File: config.mk
export PLATFORM = sky130hd
export DESIGN_NAME = hit_judge
export DESIGN_NICKNAME = d
export VERILOG_FILES = /design/src/rtl/game_pkg.sv /design/src/rtl/edge_rise.sv /design/src/rtl/hit_judge.sv
export SDC_FILE = /design/constraint.sdc
export NUM_CORES = 1
export LEC_CHECK = 0
export CAP_MARGIN = 5
export CORE_MARGIN = 5
export CORE_UTILIZATION = 40
export DETAILED_ROUTE_END_ITERATION = 16
export PLACE_DENSITY_LB_ADDON = 0.05
export SYNTH_ARGS = -nofsm -noshare
export SYNTH_HDL_FRONTEND = slang
export SYNTH_HIERARCHICAL = 1
export SYNTH_SLANG_ARGS = --single-unit
File: constraint.sdc
create_clock -name clk -period 2.6 [get_ports clk]
set_input_delay 0.26 -clock clk [delete_from_list [all_inputs] [get_ports clk]]
set_output_delay 0.26 -clock clk [all_outputs]
set_load 0.01 [all_outputs]
File: src/rtl/game_pkg.sv
// Shared game-level types: game_state encodings, lane count, judge FSM states.
// Latency: n/a (types and constants only).
// Backpressure: n/a.
//
// Used by hit_judge and its edge detector; the game_state encodings are the same
// ones the score counter and the top-level game FSM decode.
package game_pkg;

    localparam int LANES = 2;

    // Encodings carried on the 2-bit game_state bus.
    typedef enum logic [1:0] {
        GS_IDLE        = 2'd0,
        GS_SONG_SELECT = 2'd1,
        GS_GAME_PLAY   = 2'd2,
        GS_GAME_OVER   = 2'd3
    } game_state_t;

    // Judge FSM: IDLE = not playing, WAIT = playing with no window, OPEN = window open.
    typedef enum logic [1:0] {
        ST_IDLE = 2'd0,
        ST_WAIT = 2'd1,
        ST_OPEN = 2'd2
    } judge_state_t;

endpackage

File: src/rtl/edge_rise.sv
// Per-lane rising-edge detector on clk-synchronous level inputs.
// Latency: combinational rise against a one-cycle registered copy of d.
// Backpressure: none; a held level yields a single rise.
//
// Ports:
//   clk  - system clock
//   rst  - asynchronous, active-high reset (previous value clears to 0)
//   d    - level inputs, one bit per lane
//   rise - high for the cycle where d goes 0 -> 1
module edge_rise
    import game_pkg::*;
#(
    parameter int W = LANES
) (
    input  logic         clk,
    input  logic         rst,
    input  logic [W-1:0] d,
    output logic [W-1:0] rise
);

    logic [W-1:0] d_prev;

    always_ff @(posedge clk or posedge rst) begin
        if (rst) begin
            d_prev <= '0;
        end else begin
            d_prev <= d;
        end
    end

    assign rise = d & ~d_prev;

endmodule

File: src/rtl/hit_judge.sv
// Judges lane button presses against chart notes inside a tick-counted window; tracks combo.
// Latency: judgement and combo update are registered, visible one cycle after the window closes.
// Backpressure: none; outputs are one-cycle pulses, the downstream scorer must accept every cycle.
//
// Ports:
//   clk, rst     - system clock, asynchronous active-high reset
//   game_state   - GS_* encoding; the judge only runs in GS_GAME_PLAY
//   tick_en      - one-cycle game-time tick, advances the window counter
//   note_stb     - note reaches the hit line; note_lanes sampled with it
//   btn          - debounced lane buttons (level)
//   hit_lanes    - one-cycle judgement: lanes hit correctly, 0 otherwise
//   judge_valid  - one-cycle pulse with every judgement
//   miss         - one-cycle pulse: at least one required lane was not hit
//   combo        - running combo, saturating at 255
//   max_combo    - best combo since GAME_PLAY was entered
module hit_judge
    import game_pkg::*;
#(
    parameter int WIN_TICKS = 8,
    parameter int WIN_W     = 4
) (
    input  logic             clk,
    input  logic             rst,
    input  logic [1:0]       game_state,
    input  logic             tick_en,
    input  logic             note_stb,
    input  logic [LANES-1:0] note_lanes,
    input  logic [LANES-1:0] btn,
    output logic [LANES-1:0] hit_lanes,
    output logic             judge_valid,
    output logic             miss,
    output logic [7:0]       combo,
    output logic [7:0]       max_combo
);

    judge_state_t     state;
    logic [LANES-1:0] req;
    logic [LANES-1:0] got;
    logic [WIN_W-1:0] cnt;

    logic [LANES-1:0] rise;
    logic             playing;
    logic [LANES-1:0] got_next;
    logic             all_hit;
    logic             expire;
    logic             close_win;
    logic             judge_miss;
    logic [7:0]       combo_nxt;
    logic [7:0]       max_nxt;

    edge_rise #(.W(LANES)) u_edge_rise (
        .clk  (clk),
        .rst  (rst),
        .d    (btn),
        .rise (rise)
    );

    assign playing = (game_state == GS_GAME_PLAY);

    // Presses on lanes the note does not require are masked off here, so they
    // can neither score nor break the combo.
    assign got_next = got | (rise & req);
    assign all_hit  = (got_next == req);
    assign expire   = tick_en && (cnt == WIN_W'(WIN_TICKS - 1));

    // A new strobe always closes the current window, whatever its lanes.
    assign close_win = (state == ST_OPEN) && playing && (all_hit || expire || note_stb);

    always_comb begin
        judge_miss = (got_next != req);
        combo_nxt  = 8'd0;
        if (!judge_miss) begin
            combo_nxt = (combo == 8'hFF) ? 8'hFF : combo + 8'd1;
        end
        max_nxt = (combo_nxt > max_combo) ? combo_nxt : max_combo;
    end

    always_ff @(posedge clk or posedge rst) begin
        if (rst) begin
            state       <= ST_IDLE;
            req         <= '0;
            got         <= '0;
            cnt         <= '0;
            hit_lanes   <= '0;
            judge_valid <= 1'b0;
            miss        <= 1'b0;
            combo       <= 8'd0;
            max_combo   <= 8'd0;
        end else begin
            // Judgement outputs are pulses; only a closing window raises them.
            hit_lanes   <= '0;
            judge_valid <= 1'b0;
            miss        <= 1'b0;

            if (!playing) begin
                // Leaving play drops any open window unjudged; combo is kept
                // so the game-over screen can show it.
                state <= ST_IDLE;
            end else begin
                case (state)
                    ST_IDLE: begin
                        state     <= ST_WAIT;
                        combo     <= 8'd0;
                        max_combo <= 8'd0;
                    end

                    ST_WAIT: begin
                        if (note_stb && (note_lanes != '0)) begin
                            req   <= note_lanes;
                            got   <= '0;
                            cnt   <= '0;
                            state <= ST_OPEN;
                        end
                    end

                    ST_OPEN: begin
                        if (close_win) begin
                            hit_lanes   <= got_next;
                            judge_valid <= 1'b1;
                            miss        <= judge_miss;
                            combo       <= combo_nxt;
                            max_combo   <= max_nxt;
                            // A strobe that closed the window immediately opens
                            // the next one, unless it carries no lanes.
                            if (note_stb && (note_lanes != '0)) begin
                                req   <= note_lanes;
                                got   <= '0;
                                cnt   <= '0;
                                state <= ST_OPEN;
                            end else begin
                                state <= ST_WAIT;
                            end
                        end else begin
                            got <= got_next;
                            if (tick_en) begin
                                cnt <= cnt + WIN_W'(1);
                            end
                        end
                    end

                    default: state <= ST_IDLE;
                endcase
            end
        end
    end

endmodule

==> impl_metrics.env <==
export IMPL_outcome="complete, but fails checks"
export IMPL_violations="negative setup slack"
export IMPL_synth_top_cells_by_count="dfrtp_1, nor2_1, nand2_1, inv_1, ha_1"
export IMPL_initial_core_util_pct=41.9
export IMPL_combinationalPowerShare_pct=19.8
export IMPL_fin_crit_sh_pct=109
export IMPL_cts_buffers=5
export IMPL_post_dp_cell_area_sq_mm=0.00264
export IMPL_syn_area_sq_mm=0.00200
export IMPL_fin_skew_ns=0.00617
export IMPL_r2r_start="combo[0]$_DFFE_PP0P_"
export IMPL_cp_end_kind="flip-flop"
export IMPL_ys_top_cells_by_area="dfrtp_1, ha_1, o2bb2ai_2"
export IMPL_synth_edf_count=0
export IMPL_setup_viol=8
export IMPL_finalHoldViolations=0
export IMPL_r2r_setup_slack_ns=-0.24
export IMPL_fin_setup_tns_ns=-1.85
export IMPL_setup_ws_ns=-0.242
export IMPL_clk_pin_slew_ns=0.07
export IMPL_powerDensity_mw_per_mm2=467
export IMPL_clock_fmax_ghz=0.352
export IMPL_detail_route_wl_per_cell_um=14.3
export IMPL_vias_per_cell=5.06
export IMPL_fin_nets=301
export IMPL_dieArea_sq_mm=0.00653
export IMPL_grt_pass1_vias=1799
export IMPL_yosys_warnings=6
export IMPL_grt_setup_unrepaired="true"
export IMPL_dp_hpwl_um=3810
export IMPL_syn2layout_area_growth_pct=41.3
export IMPL_rows=25
export IMPL_cp_start_kind="flip-flop"
export IMPL_ir_worst_vdd_mv=0.343
export IMPL_p_clk_share_pct=39.6
export IMPL_switching_share_pct=26.2
export IMPL_core_area_sq_mm=0.00479
export IMPL_die_w_um=80.8
export IMPL_power_leakage_nw=1.25
export IMPL_max_stage_delay_ns=0.41
export IMPL_numPortBuffers=29
export IMPL_synth_top_cell_by_area="dfrtp_1"
export IMPL_worst_pin_slew_ns=0.396
export IMPL_fp_dieH_um=80.8
export IMPL_cts_sinks=32
export IMPL_grt_util_all_layers_pct=16.4
export IMPL_synth_top_cell_area_share_pct=40.0
export IMPL_ctsHoldBuffers=0
export IMPL_vias=1747
export IMPL_relSlewSlack_pct=73.6
export IMPL_multi_input_area_sq_mm=0.00116
export IMPL_path_buf_inv=2
export IMPL_p_switching_mw=0.347
export IMPL_regToRegEndpoint="max_combo[5]$_DFFE_PP0P_"
export IMPL_synth_nets=230
export IMPL_yosysMostFrequentCell="dfrtp_1"
export IMPL_cp_data_required_time_ns=2.82
export IMPL_overflow=0
export IMPL_worstPathCellList="ha_2 > buf_4 > and3_1 > nand2b_1 > mux2i_1 > nor2_1 > ha_1 > nand4_1 > a21oi_2 > a2111oi_4 > or3_4 > buf_4 > o2bb2ai_2"
export IMPL_ys_ff_latch=32
export IMPL_clockBufferDepth=2
export IMPL_drive_gt1_share_pct=29.1
export IMPL_synth_ff_type="dfrtp_1"
export IMPL_grt_max_degree=31
export IMPL_regArea_sq_um=801
export IMPL_cpMostUsedCell="buf_4"
export IMPL_min_period_ns=2.84
export IMPL_p_int_mw=0.975
export IMPL_cpLargestDelayFamily="simple AND/OR/NAND/NOR gates"
export IMPL_insertion_delay_ns=0.28
export IMPL_ys_seq_area_share_pct=40.0
export IMPL_p_seq_share_pct=40.6
export IMPL_postRouteAntennaNets=0
export IMPL_worstRegToRegCells=13
export IMPL_cts_tree="yes"
export IMPL_syn_inst=206
export IMPL_crit_end="max_combo[5]$_DFFE_PP0P_"
export IMPL_htreeDepth=2
export IMPL_place_ws_ns=-0.299
export IMPL_antenna_found_initial=0
export IMPL_n_antenna_cell=0
export IMPL_fin_util_pct=59.2
export IMPL_crit_start="combo[0]$_DFFE_PP0P_"
export IMPL_fillCellCount=434
export IMPL_path_max_fanout=4
export IMPL_route_detailed_drc=0
export IMPL_grt_pass1_wl_um=8330
export IMPL_hp_class="in -> async"
export IMPL_stdcell_count=345
export IMPL_async_reset_ff_share_pct=100
export IMPL_fin_area_sq_mm=0.00283
export IMPL_synth_cell_types=46
export IMPL_drv_slew=0
export IMPL_maxCapViolCount=0
export IMPL_drt_total_wl_um=4930
export IMPL_dp_cells=333
export IMPL_crit_type="reg -> reg"
export IMPL_syn_avg_cell_area_sq_um=9.73
export IMPL_io_pins=30
export IMPL_dr_first_iter_drc_count=75
export IMPL_drtPass1Iterations=4
export IMPL_whs_ns=0.150
export IMPL_globalplace_congestion=0.809
export IMPL_worst_ep_arrival_time_ns=3.06
export IMPL_slowest_stage="dfrtp_1"
export IMPL_root_buffer="clkbuf_8"
export IMPL_power_mw=1.32
export IMPL_cp_depth=13
-- final cells by class --
cell class	instances	share of cell area (%)
clock buffers	7	3.40
clock inverters	1	1.06
inverters	17	2.25
multi-input cells	152	40.9
flip-flops and latches	32	28.3
well taps	67	2.96
repair buffers	69	21.1
-- metal layers --
metal / global-route usage, % / share of wire, % / up-vias
met5: 0 / 0 / -
met2: 26.2 / 46 / 43
li1: - / - / 874
met4: 7.09 / 1.7 / 0
met3: 2.66 / 3.8 / 9
met1: 21.9 / 48 / 821
-- worst register-to-register path, cell delays in order (launching register included) --
cell	delay [ns]
dfrtp_1	0.41
ha_2	0.21
buf_4	0.14
and3_1	0.20
nand2b_1	0.14
mux2i_1	0.19
nor2_1	0.08
ha_1	0.37
nand4_1	0.15
a21oi_2	0.19
a2111oi_4	0.06
or3_4	0.35
buf_4	0.17
o2bb2ai_2	0.12
-- power groups by stage --
stage | clock, mW | combinational [mW] | sequential [mW]
final | 0.523 | 0.262 | 0.537
after global routing | 0.551 | 0.288 | 0.540
after CTS | 0.541 | 0.255 | 0.537
after detailed placement | 0 | 0.251 | 0.546
after global placement | 0 | 0.248 | 0.544
after floorplan | 0 | 0.170 | 0.541
-- registers in the layout (all words and copies together), names as in the netlist, 2 cells and up --
| name | flops |
|---|---|
| max_combo | 8 |
| cnt | 4 |
| state | 2 |
| req | 2 |
| hit_lanes | 2 |
| u_edge_rise/d_prev | 2 |
| got | 2 |
| combo | 8 |
-- repair_timing --
action                     CTS  global route
setup endpoints to repair    8             8
gates resized for setup      0             8
setup buffers                0             4
hold endpoints to repair     0             0
pin swaps                    3             1
-- layout by cell type, fill, tap and decap left out, types with 3 or more instances in the layout --
cell	n
clkbuf_8	7
o21ai_0	9
o2bb2ai_1	4
clkdlybuf4s50_1	29
nor2_1	19
nand2_1	18
dfrtp_1	32
nand2b_1	5
a21oi_1	11
nand3_1	10
ha_1	12
inv_1	15
o31ai_1	3
o2bb2ai_2	7
buf_4	38
nand4_1	3
nor2b_1	4
-- worst min-delay path by stage --
| stage | slack [ns] | end | cells past startpoint |
|---|---|---|---|
| 2_1_floorplan | 0.001 | u_edge_rise/d_prev[0]$_DFF_PP0_ | 1 |
| 3_3_place_gp | 0.44 | u_edge_rise/d_prev[1]$_DFF_PP0_ | 2 |
| 3_5_place_dp | 0.45 | u_edge_rise/d_prev[1]$_DFF_PP0_ | 2 |
| 4_1_cts | 0.14 | u_edge_rise/d_prev[0]$_DFF_PP0_ | 2 |
| 5_1_grt | 0.17 | u_edge_rise/d_prev[0]$_DFF_PP0_ | 2 |
| 6_report | 0.15 | u_edge_rise/d_prev[1]$_DFF_PP0_ | 2 |
-- cells by family (layout without fill, tap and decap cells) --
family / Yosys count / after routing / synth area share (%)
AOI/OAI and AO/OA: 54 / 54 / 23.0
and+or+nand+nor: 81 / 81 / 21.3
buffers and inverters: 22 / 94 / 5.49
DFF: 32 / 32 / 40.0
adders and majority gates: 14 / 14 / 8.74
muxes: 2 / 2 / 0.999
xor gates and xnor gates: 1 / 1 / 0.437
Note: power is estimated with default switching activity, not from simulation.
